## src/rtl/nvram_backup_ctrl_if.sv

```systemverilog
// Sector-transfer handshake between the save-RAM backup controller and the
// SD image port of user_io; buf_sec carries the dpram port-B sector bits.
interface nvram_backup_ctrl_if #(
   parameter int SW = 4
);
   logic [31:0]   sd_lba;
   logic          sd_rd;
   logic          sd_wr;
   logic          sd_ack;
   logic [SW-1:0] buf_sec;

   modport master (output sd_lba, sd_rd, sd_wr, buf_sec, input sd_ack);
   modport slave  (input sd_lba, sd_rd, sd_wr, buf_sec, output sd_ack);
endinterface

```

## src/rtl/nvram_backup_ctrl.sv

```systemverilog
// Moves the cartridge save RAM to/from the SD backup image sector by sector:
// load on mount, save on OSD request, abort on ROM download, dirty tracking.
module nvram_backup_ctrl #(
   parameter int SECTORS = 16,
   parameter int SW      = $clog2(SECTORS)
) (
   input  logic                clk_sys,
   input  logic                RESET_n,
   input  logic                img_mounted,
   input  logic [31:0]         img_size,
   input  logic                download,
   input  logic                save_req,
   input  logic                nvram_we,
   nvram_backup_ctrl_if.master sd,
   output logic                bk_ena,
   output logic                bk_busy,
   output logic                bk_reset,
   output logic                dirty
);

   typedef enum logic [1:0] {IDLE, REQ, XFER, DONE} state_t;
   localparam logic OP_LOAD = 1'b0;
   localparam logic OP_SAVE = 1'b1;

   state_t        state_q, state_d;
   logic [SW-1:0] lba_q, lba_d;
   logic [SW-1:0] last_q, last_d;
   logic [SW:0]   nload_q, nload_d;
   logic          rd_q, rd_d, wr_q, wr_d, op_q, op_d;
   logic          ld_pend_q, ld_pend_d, sv_pend_q, sv_pend_d;
   logic          abort_q, abort_d;
   logic          bk_ena_q, bk_ena_d, bk_reset_q, bk_reset_d;
   logic          dirty_q, dirty_d, we_seen_q, we_seen_d;

   // arm_q masks the first cycle after reset so levels already high at
   // release are captured into the edge registers without firing.
   logic arm_q, mnt_q, sav_q, dl_q, ack_q;
   logic mnt_rise, sav_rise, dl_rise, ack_rise, ack_fall;
   logic size_zero, kill;

   assign mnt_rise  = arm_q &  img_mounted & ~mnt_q;
   assign sav_rise  = arm_q &  save_req    & ~sav_q;
   assign dl_rise   = arm_q &  download    & ~dl_q;
   assign ack_rise  = arm_q &  sd.sd_ack   & ~ack_q;
   assign ack_fall  = arm_q & ~sd.sd_ack   &  ack_q;
   assign size_zero = (img_size == 32'd0);
   assign kill      = dl_rise | (mnt_rise & size_zero);

   always_ff @(posedge clk_sys or negedge RESET_n) begin
      if (!RESET_n) begin
         arm_q <= 1'b0;
         mnt_q <= 1'b0;
         sav_q <= 1'b0;
         dl_q  <= 1'b0;
         ack_q <= 1'b0;
      end else begin
         arm_q <= 1'b1;
         mnt_q <= img_mounted;
         sav_q <= save_req;
         dl_q  <= download;
         ack_q <= sd.sd_ack;
      end
   end

   // Sector count rounded up, clamped to the image capacity. The 32-bit add
   // wraps for sizes within 511 of 4 GiB, which is accepted.
   logic [31:0] sz_sec;
   logic [SW:0] nload_calc;
   always_comb begin
      sz_sec     = (img_size + 32'd511) >> 9;
      nload_calc = (sz_sec > 32'(SECTORS)) ? (SW+1)'(SECTORS) : sz_sec[SW:0];
   end

   always_ff @(posedge clk_sys or negedge RESET_n) begin
      if (!RESET_n) begin
         state_q    <= IDLE;
         lba_q      <= '0;
         last_q     <= '0;
         nload_q    <= '0;
         rd_q       <= 1'b0;
         wr_q       <= 1'b0;
         op_q       <= OP_LOAD;
         ld_pend_q  <= 1'b0;
         sv_pend_q  <= 1'b0;
         abort_q    <= 1'b0;
         bk_ena_q   <= 1'b0;
         bk_reset_q <= 1'b0;
         dirty_q    <= 1'b0;
         we_seen_q  <= 1'b0;
      end else begin
         state_q    <= state_d;
         lba_q      <= lba_d;
         last_q     <= last_d;
         nload_q    <= nload_d;
         rd_q       <= rd_d;
         wr_q       <= wr_d;
         op_q       <= op_d;
         ld_pend_q  <= ld_pend_d;
         sv_pend_q  <= sv_pend_d;
         abort_q    <= abort_d;
         bk_ena_q   <= bk_ena_d;
         bk_reset_q <= bk_reset_d;
         dirty_q    <= dirty_d;
         we_seen_q  <= we_seen_d;
      end
   end

   always_comb begin
      state_d    = state_q;
      lba_d      = lba_q;
      last_d     = last_q;
      nload_d    = nload_q;
      rd_d       = rd_q;
      wr_d       = wr_q;
      op_d       = op_q;
      ld_pend_d  = ld_pend_q;
      sv_pend_d  = sv_pend_q;
      abort_d    = abort_q;
      bk_ena_d   = bk_ena_q;
      bk_reset_d = 1'b0;
      dirty_d    = dirty_q;
      we_seen_d  = we_seen_q;

      // Status events run independently of the transfer state.
      if (sav_rise && bk_ena_q) sv_pend_d = 1'b1;
      if (mnt_rise) begin
         if (size_zero) begin
            bk_ena_d  = 1'b0;
            ld_pend_d = 1'b0;
            sv_pend_d = 1'b0;
         end else begin
            bk_ena_d  = 1'b1;
            ld_pend_d = 1'b1;
            nload_d   = nload_calc;
         end
      end
      if (dl_rise) begin
         bk_ena_d  = 1'b0;
         ld_pend_d = 1'b0;
         sv_pend_d = 1'b0;
         if (state_q != IDLE) abort_d = 1'b1;
      end

      case (state_q)
         IDLE: begin
            abort_d = 1'b0;
            // A rise on the same edge as the start re-queues the op.
            if (!kill && (ld_pend_q || sv_pend_q)) begin
               lba_d     = '0;
               we_seen_d = 1'b0;
               state_d   = REQ;
               if (ld_pend_q) begin
                  op_d      = OP_LOAD;
                  rd_d      = 1'b1;
                  ld_pend_d = mnt_rise;
                  last_d    = SW'(nload_q - (SW+1)'(1));
               end else begin
                  op_d      = OP_SAVE;
                  wr_d      = 1'b1;
                  sv_pend_d = sav_rise & bk_ena_q;
                  last_d    = '1;
               end
            end
         end
         REQ: begin
            if (ack_rise) begin
               rd_d    = 1'b0;
               wr_d    = 1'b0;
               state_d = XFER;
            end
         end
         XFER: begin
            if (ack_fall) begin
               if (abort_q) begin
                  abort_d = 1'b0;
                  state_d = IDLE;
               end else if (lba_q == last_q) begin
                  state_d = DONE;
               end else begin
                  lba_d   = lba_q + SW'(1);
                  rd_d    = (op_q == OP_LOAD);
                  wr_d    = (op_q == OP_SAVE);
                  state_d = REQ;
               end
            end
         end
         DONE: begin
            state_d = IDLE;
            abort_d = 1'b0;
            if (op_q == OP_LOAD) begin
               bk_reset_d = ~(abort_q | dl_rise);
               dirty_d    = 1'b0;
            end else begin
               dirty_d    = we_seen_q;
            end
         end
         default: state_d = IDLE;
      endcase

      // Core writes always win so a save racing a write never loses it.
      if (nvram_we) begin
         dirty_d = 1'b1;
         if (state_q != IDLE) we_seen_d = 1'b1;
      end
   end

   assign sd.sd_lba  = {{(32-SW){1'b0}}, lba_q};
   assign sd.buf_sec = lba_q;
   assign sd.sd_rd   = rd_q;
   assign sd.sd_wr   = wr_q;
   assign bk_ena     = bk_ena_q;
   assign bk_busy    = (state_q != IDLE);
   assign bk_reset   = bk_reset_q;
   assign dirty      = dirty_q;

endmodule

```

## src/flat_wrapper.sv

```systemverilog
// flat-port wrapper written by rule: the top's interface ports become plain ports
module nvram_backup_ctrl_flat 
#(
   parameter int SECTORS = 16,
   parameter int SW      = $clog2(SECTORS)
)
  (clk_sys, RESET_n, img_mounted, img_size, download, save_req, nvram_we, bk_ena, bk_busy, bk_reset, dirty, sd_sd_lba, sd_sd_rd, sd_sd_wr, sd_buf_sec, sd_sd_ack);
  nvram_backup_ctrl_if #(.SW(SW)) sd_i ();
  input  logic clk_sys;
  input  logic RESET_n;
  input  logic img_mounted;
  input  logic [31:0] img_size;
  input  logic download;
  input  logic save_req;
  input  logic nvram_we;
  output logic bk_ena;
  output logic bk_busy;
  output logic bk_reset;
  output logic dirty;
  output wire logic [$bits(sd_i.sd_lba)-1:0] sd_sd_lba;
  output wire logic [$bits(sd_i.sd_rd)-1:0] sd_sd_rd;
  output wire logic [$bits(sd_i.sd_wr)-1:0] sd_sd_wr;
  output wire logic [$bits(sd_i.buf_sec)-1:0] sd_buf_sec;
  input wire logic [$bits(sd_i.sd_ack)-1:0] sd_sd_ack;
  assign sd_sd_lba = sd_i.sd_lba;
  assign sd_sd_rd = sd_i.sd_rd;
  assign sd_sd_wr = sd_i.sd_wr;
  assign sd_buf_sec = sd_i.buf_sec;
  assign sd_i.sd_ack = sd_sd_ack;
  nvram_backup_ctrl #(.SECTORS(SECTORS), .SW(SW)) u_core (.clk_sys(clk_sys), .RESET_n(RESET_n), .img_mounted(img_mounted), .img_size(img_size), .download(download), .save_req(save_req), .nvram_we(nvram_we), .sd(sd_i), .bk_ena(bk_ena), .bk_busy(bk_busy), .bk_reset(bk_reset), .dirty(dirty));
endmodule
```

## config.mk

```make
export PLATFORM = sky130hd
export DESIGN_NAME = nvram_backup_ctrl_flat
export DESIGN_NICKNAME = d
export VERILOG_FILES = /design/src/rtl/nvram_backup_ctrl_if.sv /design/src/rtl/nvram_backup_ctrl.sv /design/src/flat_wrapper.sv
export SDC_FILE = /design/constraint.sdc
export NUM_CORES = 1
export LEC_CHECK = 0
export BUFFER_PORTS_ARGS = -buffer_cell sky130_fd_sc_hd__buf_2
export CAP_MARGIN = 25
export CORE_ASPECT_RATIO = 1.75
export CORE_UTILIZATION = 54
export DETAILED_ROUTE_END_ITERATION = 10
export GPL_ROUTABILITY_DRIVEN = 0
export PLACE_DENSITY = 0.94
export SLEW_MARGIN = 0
export SYNTH_ARGS = -nofsm -noshare
export SYNTH_HDL_FRONTEND = slang
export SYNTH_SLANG_ARGS = --single-unit
```

## constraint.sdc

```tcl
create_clock -name clk_sys -period 2.6 [get_ports clk_sys]
set_input_delay 0.52 -clock clk_sys [delete_from_list [all_inputs] [get_ports clk_sys]]
set_output_delay 0.52 -clock clk_sys [all_outputs]
set_load 0.05 [all_outputs]
```

# --- Yosys cells after proc, flatten, opt, wreduce, memory -nomap -nowiden ---
# Index checks and enable logic that the tools add are counted.
op_classes:
  addsub: 3
  n_lt_le_gt_ge: 1
  n_eq_ne: 11
  muxes: 56
  n_bitwise: 22
  reduce_logical: 18
op_table:
  columns: ["cell", "n"]
  rows:
  - ["$mux 1", 40]
  - ["$add 32x9->32 const B", 1]
  - ["$logic_not 32->1", 1]
  - ["$mux 4", 6]
  - ["$gt 23x5->1 const B", 1]
  - ["$reduce_and 7->1", 2]
  - ["$and 1x1->1", 12]
  - ["$mux 2", 5]
  - ["$ne 2x1->1 const B", 4]
  - ["$not 1->1", 8]
  - ["$pmux 2 s4", 1]
  - ["$pmux 4 s2", 1]
  - ["$reduce_bool 2->1", 4]
  - ["$ne 2x2->1 const B", 3]
  - ["$pmux 1 s3", 2]
  - ["$reduce_and 5->1", 1]
  - ["$add 4x1->4 const B", 1]
  - ["$eq 2x2->1 const B", 2]
  - ["$eq 4x4->1", 1]
  - ["$reduce_and 2->1", 2]
  - ["$sub 4x1->4 const B", 1]
  - ["$reduce_and 3->1", 1]
  - ["$reduce_bool 3->1", 1]
  - ["$eq 2x1->1 const B", 1]
  - ["7 further kinds", 9]
totals:
  regBits: 29
  output_inout_bits: 42
  elab_cells: 130

# --- Logic depth before layout (Yosys ltp) ---
# Gate-level depths: netlist of run 1.
depth:
  depth_word: 10
  mapped_depth: 7
  depth_no_buf: 6

# --- Least setup slack after synthesis of run 1 ---
# Ideal clock, no wire load.
synth_path:
  path_kind: "input to register"
  startpoint: "input img_size[5]"
  endpoint: "register u_core.nload_q[1]"
  setup_ns: 0.110
  arrival_time_ns: 1.982
  t_required_ns: 2.490
  slack_ns: 0.508
  stages: 7
  cell_sequence: "nor3_1 > and3_1 > buf_6 > nand2_2 > a311oi_2 > nand4_2 > o41ai_1"
synth_between:
  elab_chain_len: 3
  elab_cells_between_ends: 6
  classes_between: "add/sub: 1; order compare: 1; mux: 1; bitwise: 1; reduce/logical: 2"
synth_rtl:
  columns: ["item", "line_no", "rtl"]
  rows:
  - ["start: declaration", "flat_wrapper.sv:12", "input logic [31:0] img_size;"]
  - ["$add 32x9->32 or $logic_not 32->1 (tied branches)", "nvram_backup_ctrl.sv:70, nvram_backup_ctrl.sv:46", null]
  - ["$gt 23x5->1 or $not 1->1 (tied branches)", null, null]
  - ["$mux 4 or $reduce_and 2->1 (tied branches)", null, null]
  - ["end signal: assignment", "nvram_backup_ctrl.sv:94", "nload_q <= nload_d;"]
  - ["end: declaration", "nvram_backup_ctrl.sv:28", "logic [SW:0] nload_q, nload_d;"]
# Several ways; a longest one is shown, not always the timed one.
# A chain may end at the register's enable or synchronous reset.

# --- Worst setup path after layout of run 1 ---
layout_path:
  startpoint: "input img_size[15]"
  endpoint: "register u_core.nload_q[2]"
# The elaborated chain is that of the path after synthesis.

==> results of run 1 <==
logic make-up (layout without fill, tap and decap cells):
logic type	after synthesis	in the layout	synth area share (%)
buffers and inverters	47	70	13.7
adder cells (fa/ha/maj)	2	2	1.12
XOR/XNOR	11	11	4.30
multiplexers	2	2	0.950
AND/OR/NAND/NOR	111	111	28.9
other	2	29	0.336
flip-flops	29	29	32.4
AO/OA/AOI/OAI	54	54	18.3
area by class of cell:
cell class	count	share of cell area, %
Clock buffer	7	3.85
Clock inverter	1	0.200
Inverter	8	1.20
Multi-Input combinational cell	209	52.3
Sequential cell	29	29.0
Tap cell	48	2.40
Timing Repair Buffer	54	11.0
how the worst max path moves through the flow:
stage	start	endpoint	slack, ns	cells past startpoint
4_1_cts	img_size[1]	u_core.nload_q[2]	0.47	7
6_report	img_size[15]	u_core.nload_q[2]	0.45	7
2_1_floorplan	img_size[5]	u_core.nload_q[1]	0.51	7
3_3_place_gp	img_size[15]	u_core.nload_q[2]	0.25	7
3_5_place_dp	img_size[1]	u_core.nload_q[2]	0.16	7
5_1_grt	img_size[1]	u_core.nload_q[2]	0.39	7
power by group:
part	total (mW)	internal, mW	switching [mW]	leakage (nW)
Clock	0.407	0.239	0.168	0.0542
Combinational	0.778	0.214	0.564	0.729
Sequential	0.641	0.531	0.111	0.351
Total	1.83	0.983	0.843	1.13
synth_stat cells (2+ instances only):
library cell | instances | share of area [%]
xor2_1 | 3 | 1.2
o21ai_0 | 8 | 1.8
a21oi_1 | 11 | 2.5
clkbuf_1 | 4 | 0.67
a31oi_1 | 5 | 1.4
inv_1 | 8 | 1.3
nand2_1 | 17 | 2.9
nand4_1 | 8 | 2.2
o22ai_1 | 3 | 0.84
buf_2 | 2 | 0.45
nor3_1 | 13 | 2.9
a311oi_1 | 2 | 0.78
o21a_1 | 2 | 0.67
nand3_1 | 5 | 1.1
xnor2_1 | 8 | 3.1
buf_4 | 32 | 11
nand4b_1 | 3 | 1.2
nand2b_1 | 2 | 0.56
ha_1 | 2 | 1.1
a211oi_1 | 3 | 1.0
or3_1 | 4 | 1.1
and3_1 | 8 | 2.2
o41ai_1 | 3 | 1.2
conb_1 | 2 | 0.34
dfrtp_1 | 29 | 32
a21o_1 | 2 | 0.67
nor3b_1 | 2 | 0.67
nor4_1 | 10 | 2.8
and4_1 | 3 | 1.2
o41ai_2 | 2 | 1.5
nor4_4 | 2 | 1.9
nor2_1 | 24 | 4.0
nand4_2 | 3 | 1.7
stage by stage:
stage	worst slack [ns]	util, %	instances	total power [mW]
finish	0.449	64.0	356	1.83
global placement	0.253	61.4	348	1.39
detailed placement	0.162	61.4	348	1.42
CTS	0.467	64.0	356	1.83
floorplan	0.508	-	285	1.28
global route	0.390	64.0	356	1.92
flip-flops by register name, indices dropped and copies added (netlist names), 2 cells and up:
| register | count |
|---|---|
| u_core.state_q | 2 |
| u_core.last_q | 4 |
| u_core.sd.buf_sec | 4 |
| u_core.nload_q | 4 |
metal layers:
metal  up-vias  track usage [%]  wire length [um]
met5         -                0                 0
met4         0             16.7               253
met3        24             3.84               271
met2       124             50.7              3020
met1      1004             23.0              1730
li1        997                -                 -
==> metrics.md, run 1 <==
| Metric | Value |
|---|---|
| Run status | finished, final reports clean |
| Crit-path slowest cell | nor4_2 |
| Synthesized cell area | 2240 um2 |
| Number of instances resized during post-cts repair | 0 |
| Quantity of I/O buffers inserted on ports | 52 |
| Leading cell type in the layout, fill and taps excluded | buf_2 |
| Area of all sequential standard cells | 726 um2 |
| Worst hold-check path type | input port to async pin |
| Number of sinks driven by the clock tree | 29 |
| Worst reg-to-reg setup slack | 0.63 ns |
| CTS tree | built |
| Total count of max-transition violations in the final report | 0 |
| Number of distinct library cell variants in the gate-level netlist after synthesis | 56 |
| Aggregate global routing overflow | 0 |
| Clk slew on worst S/H paths | 0.07 ns |
| Max IR drop VDD | 0.522 mV |
| Number of setup violations in the final report | 0 |
| Tightest Pin Transition | 0.626 ns |
| Routed length per instance | 14.8 um |
| Number of hold buffers added after cts | 0 |
| Required time of the critical path | 2.77 ns |
| Register area share after synthesis | 32.4% |
| Initial Utilization | 57.3% |
| Detail Route Antenna Nets | 0 |
| DRT Pass-1 Iters | 4 |
| Cell family with most CP delay | simple AND/OR/NAND/NOR gates |
| Number of enable-type register cells in the synthesized netlist | 0 |
| Core footprint | 3900 um2 |
| Vias per std cell | 6.04 |
| Critical Path Start Type | input port |
| Layout cell share with drive strength beyond 1 | 25.3% |
| Layout filler cell count | 369 |
| Clock network latency to the later pin of the worst-skew pair | 0.28 ns |
| Die width | 50.7 um |
| Pin count of the biggest net entering global routing | 30 |
| Number of global-route vias before repair | 1949 |
| Classification of the worst setup path | input port to register |
| Net total in the final layout | 348 |
| Critical Path Sink Type | register |
| Placement Rows | 30 |
| Ys async rst share | 100% |
| Cells after Synth | 258 |
| Post-layout min period | 2.15 ns |
| Register-to-Register Path Depth | 6 |
| Final worst path period share | 82.7% |
| Commonest cells after routing, fill and taps aside | buf_2, conb_1, dfrtp_1 |
| Post-Syn Area per Cell | 8.68 um2 |
| P_leak | 1.13 nW |
| DR vias | 2149 |
| Maximum frequency from static timing analysis | 465 MHz |
| Critical path buffer and inverter count | 1 |
| Clock root buffer | clkbuf_8 |
| Post-Route WL | 5270 um |
| Overall Global Routing Usage | 25.7% |
| Detailed placer's ending HPWL | 4130 um |
| Area added between synthesis and finish | 11.7% |
| Setup TNS after final layout | 0 ns |
| Hold Fails Final Rpt | 0 |
| Warnings from Yosys | 0 |
| Power per Cell Area | 730 nW/um2 |
| Number of max-cap violations | 0 |
| Clock Skew | 0.00781 ns |
| Area enclosed by the die boundary | 4420 um2 |
| Crit path DAT | 2.32 ns |
| Antenna violations before repair | 0 |
| Leading register cell type out of synthesis | dfrtp_1 |
| Ports | 81 |
| Cell Chain, Critical Path | buf_2, nand4_2, nor4_2, nand2_1, nor3_1, o22ai_1, o41ai_1 |
| RR Endpoint | u_core.nload_q[2] |
| Multi-input logic area | 1310 um2 |
| Maximum buffer depth of the clock tree | 2 |
| CTS Buf Count | 5 |
| Global-route wire length before repair | 8500 um |
| Count of H-tree levels built during CTS | 2 |
| Postcts setup bufs | 0 |
| Reg-to-reg critical path startpoint | u_core.arm_q |
| Floorplan die height | 87.2 um |
| DRC viols | 0 |
| Placed standard-cell area | 2400 um2 |
| Final non-filler cell area | 2500 um2 |
| #FFs+latches synth | 29 |
| Worst-path fanout max | 8 |
| Number of DRC markers after the initial detailed-route iteration | 55 |
| Rel. slew slack | 58.3% |
| Hold slack | 0.245 ns |
| Ant diodes | 0 |
| Slowest Stage Delay on Critical Path | 0.39 ns |
| RSZ-0062 raised after global routing | no |
Power figures use the tool's default switching activity.
==> run 2: changes to the inputs <==
--- a/config.mk
+++ b/config.mk
@@ -8,10 +8,10 @@
 export BUFFER_PORTS_ARGS = -buffer_cell sky130_fd_sc_hd__buf_2
 export CAP_MARGIN = 25
 export CORE_ASPECT_RATIO = 1.75
-export CORE_UTILIZATION = 54
+export CORE_UTILIZATION = 45
 export DETAILED_ROUTE_END_ITERATION = 10
 export GPL_ROUTABILITY_DRIVEN = 0
-export PLACE_DENSITY = 0.94
+export PLACE_DENSITY = 0.84
 export SLEW_MARGIN = 0
 export SYNTH_ARGS = -nofsm -noshare
 export SYNTH_HDL_FRONTEND = slang
==> constraint.sdc (replaced) <==
create_clock -name clk_sys -period 1.95 [get_ports clk_sys]
set_input_delay 0.39 -clock clk_sys [delete_from_list [all_inputs] [get_ports clk_sys]]
set_output_delay 0.39 -clock clk_sys [all_outputs]
set_load 0.05 [all_outputs]
==> run 2 against run 1 <==
- global-route usage fell by 2.7 points
- final cell count rose by 13%
- largest power group unchanged
- count of clock-buffer cells in the layout did not move
==> metrics.md, run 2 (synthesis gave the netlist of run 1 again) <==
| Metric | Value |
|---|---|
| Number of max-cap violations | 0 |
| Critical Path Sink Type | output pin |
| Postcts setup bufs | 0 |
| Core footprint | 4750 um2 |
| Quantity of I/O buffers inserted on ports | 52 |
| Critical Path Start Type | register |
| Classification of the worst setup path | register to output pin |
| Ant diodes | 0 |
| Initial Utilization | 47.1% |
| Aggregate global routing overflow | 0 |
| CTS Buf Count | 5 |
| Clock network latency to the later pin of the worst-skew pair | 0.28 ns |
| Setup slack of the critical path after layout | 0.0855 ns |
| Register-to-Register Path Depth | 6 |
| Post-layout min period | 1.86 ns |
| RR Endpoint | u_core.sd.buf_sec[3] |
| Detail Route Antenna Nets | 0 |
| Run status | finished, final reports clean |
| Detailed placer's ending HPWL | 4710 um |
| Placed standard-cell area | 2740 um2 |
| Power per Cell Area | 881 nW/um2 |
| Crit path DAT | 1.47 ns |
| Clock root buffer | clkbuf_8 |
| Tightest Pin Transition | 0.646 ns |
| Setup WS pre-CTS | -0.263 ns |
| Max IR drop VDD | 0.761 mV |
| Rel. slew slack | 57.0% |
| RSZ-0062 raised after global routing | yes |
| Worst-path fanout max | 9 |
| Total met2 wirelength after detailed routing | 3280 um |
| Clk slew on worst S/H paths | 0.06 ns |
| CTS tree | built |
| Routed length per instance | 14.5 um |
| Detailed-routed wire length on met3 | 260 um |
| Metal1 wirelength | 1940 um |
| Number of DRC markers after the initial detailed-route iteration | 92 |
| Worst hold-check path type | input port to async pin |
| DRC viols | 0 |
| Area added between synthesis and finish | 28.0% |
| Commonest cells after routing, fill and taps aside | buf_2, buf_4, conb_1, dfrtp_1, nor2_1 |
| DRT Pass-1 Iters | 4 |
| Number of setup violations in the final report | 0 |
| Clock Skew | 0.00679 ns |
| Placement Rows | 33 |
| Worst reg-to-reg setup slack | 0.17 ns |
| Final non-filler cell area | 2870 um2 |
| Final worst path period share | 95.6% |
| Pin count of the biggest net entering global routing | 30 |
| P_leak | 1.34 nW |
| Maximum buffer depth of the clock tree | 2 |
| Die width | 55.3 um |
| Required time of the critical path | 1.56 ns |
| Reg-to-reg critical path startpoint | u_core.sd.buf_sec[3] |
| Count of H-tree levels built during CTS | 2 |
| Hold Fails Final Rpt | 0 |
| Leading cell type in the layout, fill and taps excluded | buf_2 |
| Antenna violations before repair | 0 |
| DR vias | 2315 |
| Number of global-route vias before repair | 2278 |
| Maximum frequency from static timing analysis | 536 MHz |
| Post-Route WL | 5840 um |
| Ports | 81 |
| Layout filler cell count | 425 |
| Layout cell share with drive strength beyond 1 | 36.2% |
| Number of hold buffers added after cts | 0 |
| Highest metal used | met4 |
| Vias per std cell | 5.74 |
| Overall Global Routing Usage | 23.0% |
| Floorplan die height | 95.3 um |
| Area enclosed by the die boundary | 5270 um2 |
| Total count of max-transition violations in the final report | 0 |
| Global-route wire length before repair | 9580 um |
| Net total in the final layout | 392 |
| Placed cell count | 396 |
| Non-Filler Instances | 403 |
| Number of sinks driven by the clock tree | 29 |
## run 2: changes by cell type in the layout (fill, tap and decap cells not counted), moves of 2 or more
cell,previous run,this run
a21oi_2,0,2
buf_4,2,46
nor4_2,1,3
a21oi_1,11,9
nor4_1,10,8
## run 2: per-layer routing
layer  track usage, %  up-vias
li1                 -     1080
met5                0        -
met3             2.99       32
met1             20.6     1080
met4             15.6        0
met2             46.5      123
## run 2: how the worst max path moves through the flow
| stage | from | endpoint |
|---|---|---|
| 6_report | u_core.state_q[1] | bk_busy |
| 5_1_grt | img_size[1] | u_core.nload_q[1] |
| 4_1_cts | img_size[1] | u_core.nload_q[2] |
| 3_5_place_dp | img_size[1] | u_core.nload_q[2] |
| 3_3_place_gp | img_size[1] | u_core.nload_q[3] |
| 2_1_floorplan | img_size[1] | u_core.nload_q[1] |
## run 2: where the power goes
part           internal (mW)  switching (mW)
Sequential             0.708           0.120
Combinational          0.389           0.816
Clock                  0.279           0.213
## run 2: final cells by class
cell class	instances	area (um2)	share of cell area [%]
flip-flops and latches	29	726	25.3
multi-input cells	209	1350	47.2
clock buffers	7	86.3	3.01
well taps	52	65.1	2.27
inverters	8	30.0	1.05
repair buffers	98	606	21.1
## run 2: metrics by stage
step           utilization [%]  total power [mW]  hold WS (ns)  TNS, ns
3_3_place_gp              57.7              1.98         0.436    -1.17
2_1_floorplan                -              1.71        0.0944        0
6_report                  60.3              2.52         0.130        0
5_1_grt                   60.3              2.67         0.177  -0.0284
4_1_cts                   59.5              2.51         0.148        0
3_5_place_dp              57.7              2.01         0.447    -2.73
## run 2: worst max-delay path, stage by stage, from the launching register on
cell and delay, ns:
dfrtp_1 0.53, nor2_1 0.12, inv_1 0.23, buf_2 0.32
## run 2: what timing repair did
| item | in CTS | in global routing |
|---|---|---|
| endpoints found under the setup margin | 0 | 13 |
| resized for setup | 0 | 8 |
| endpoints found under the hold margin | 0 | 0 |
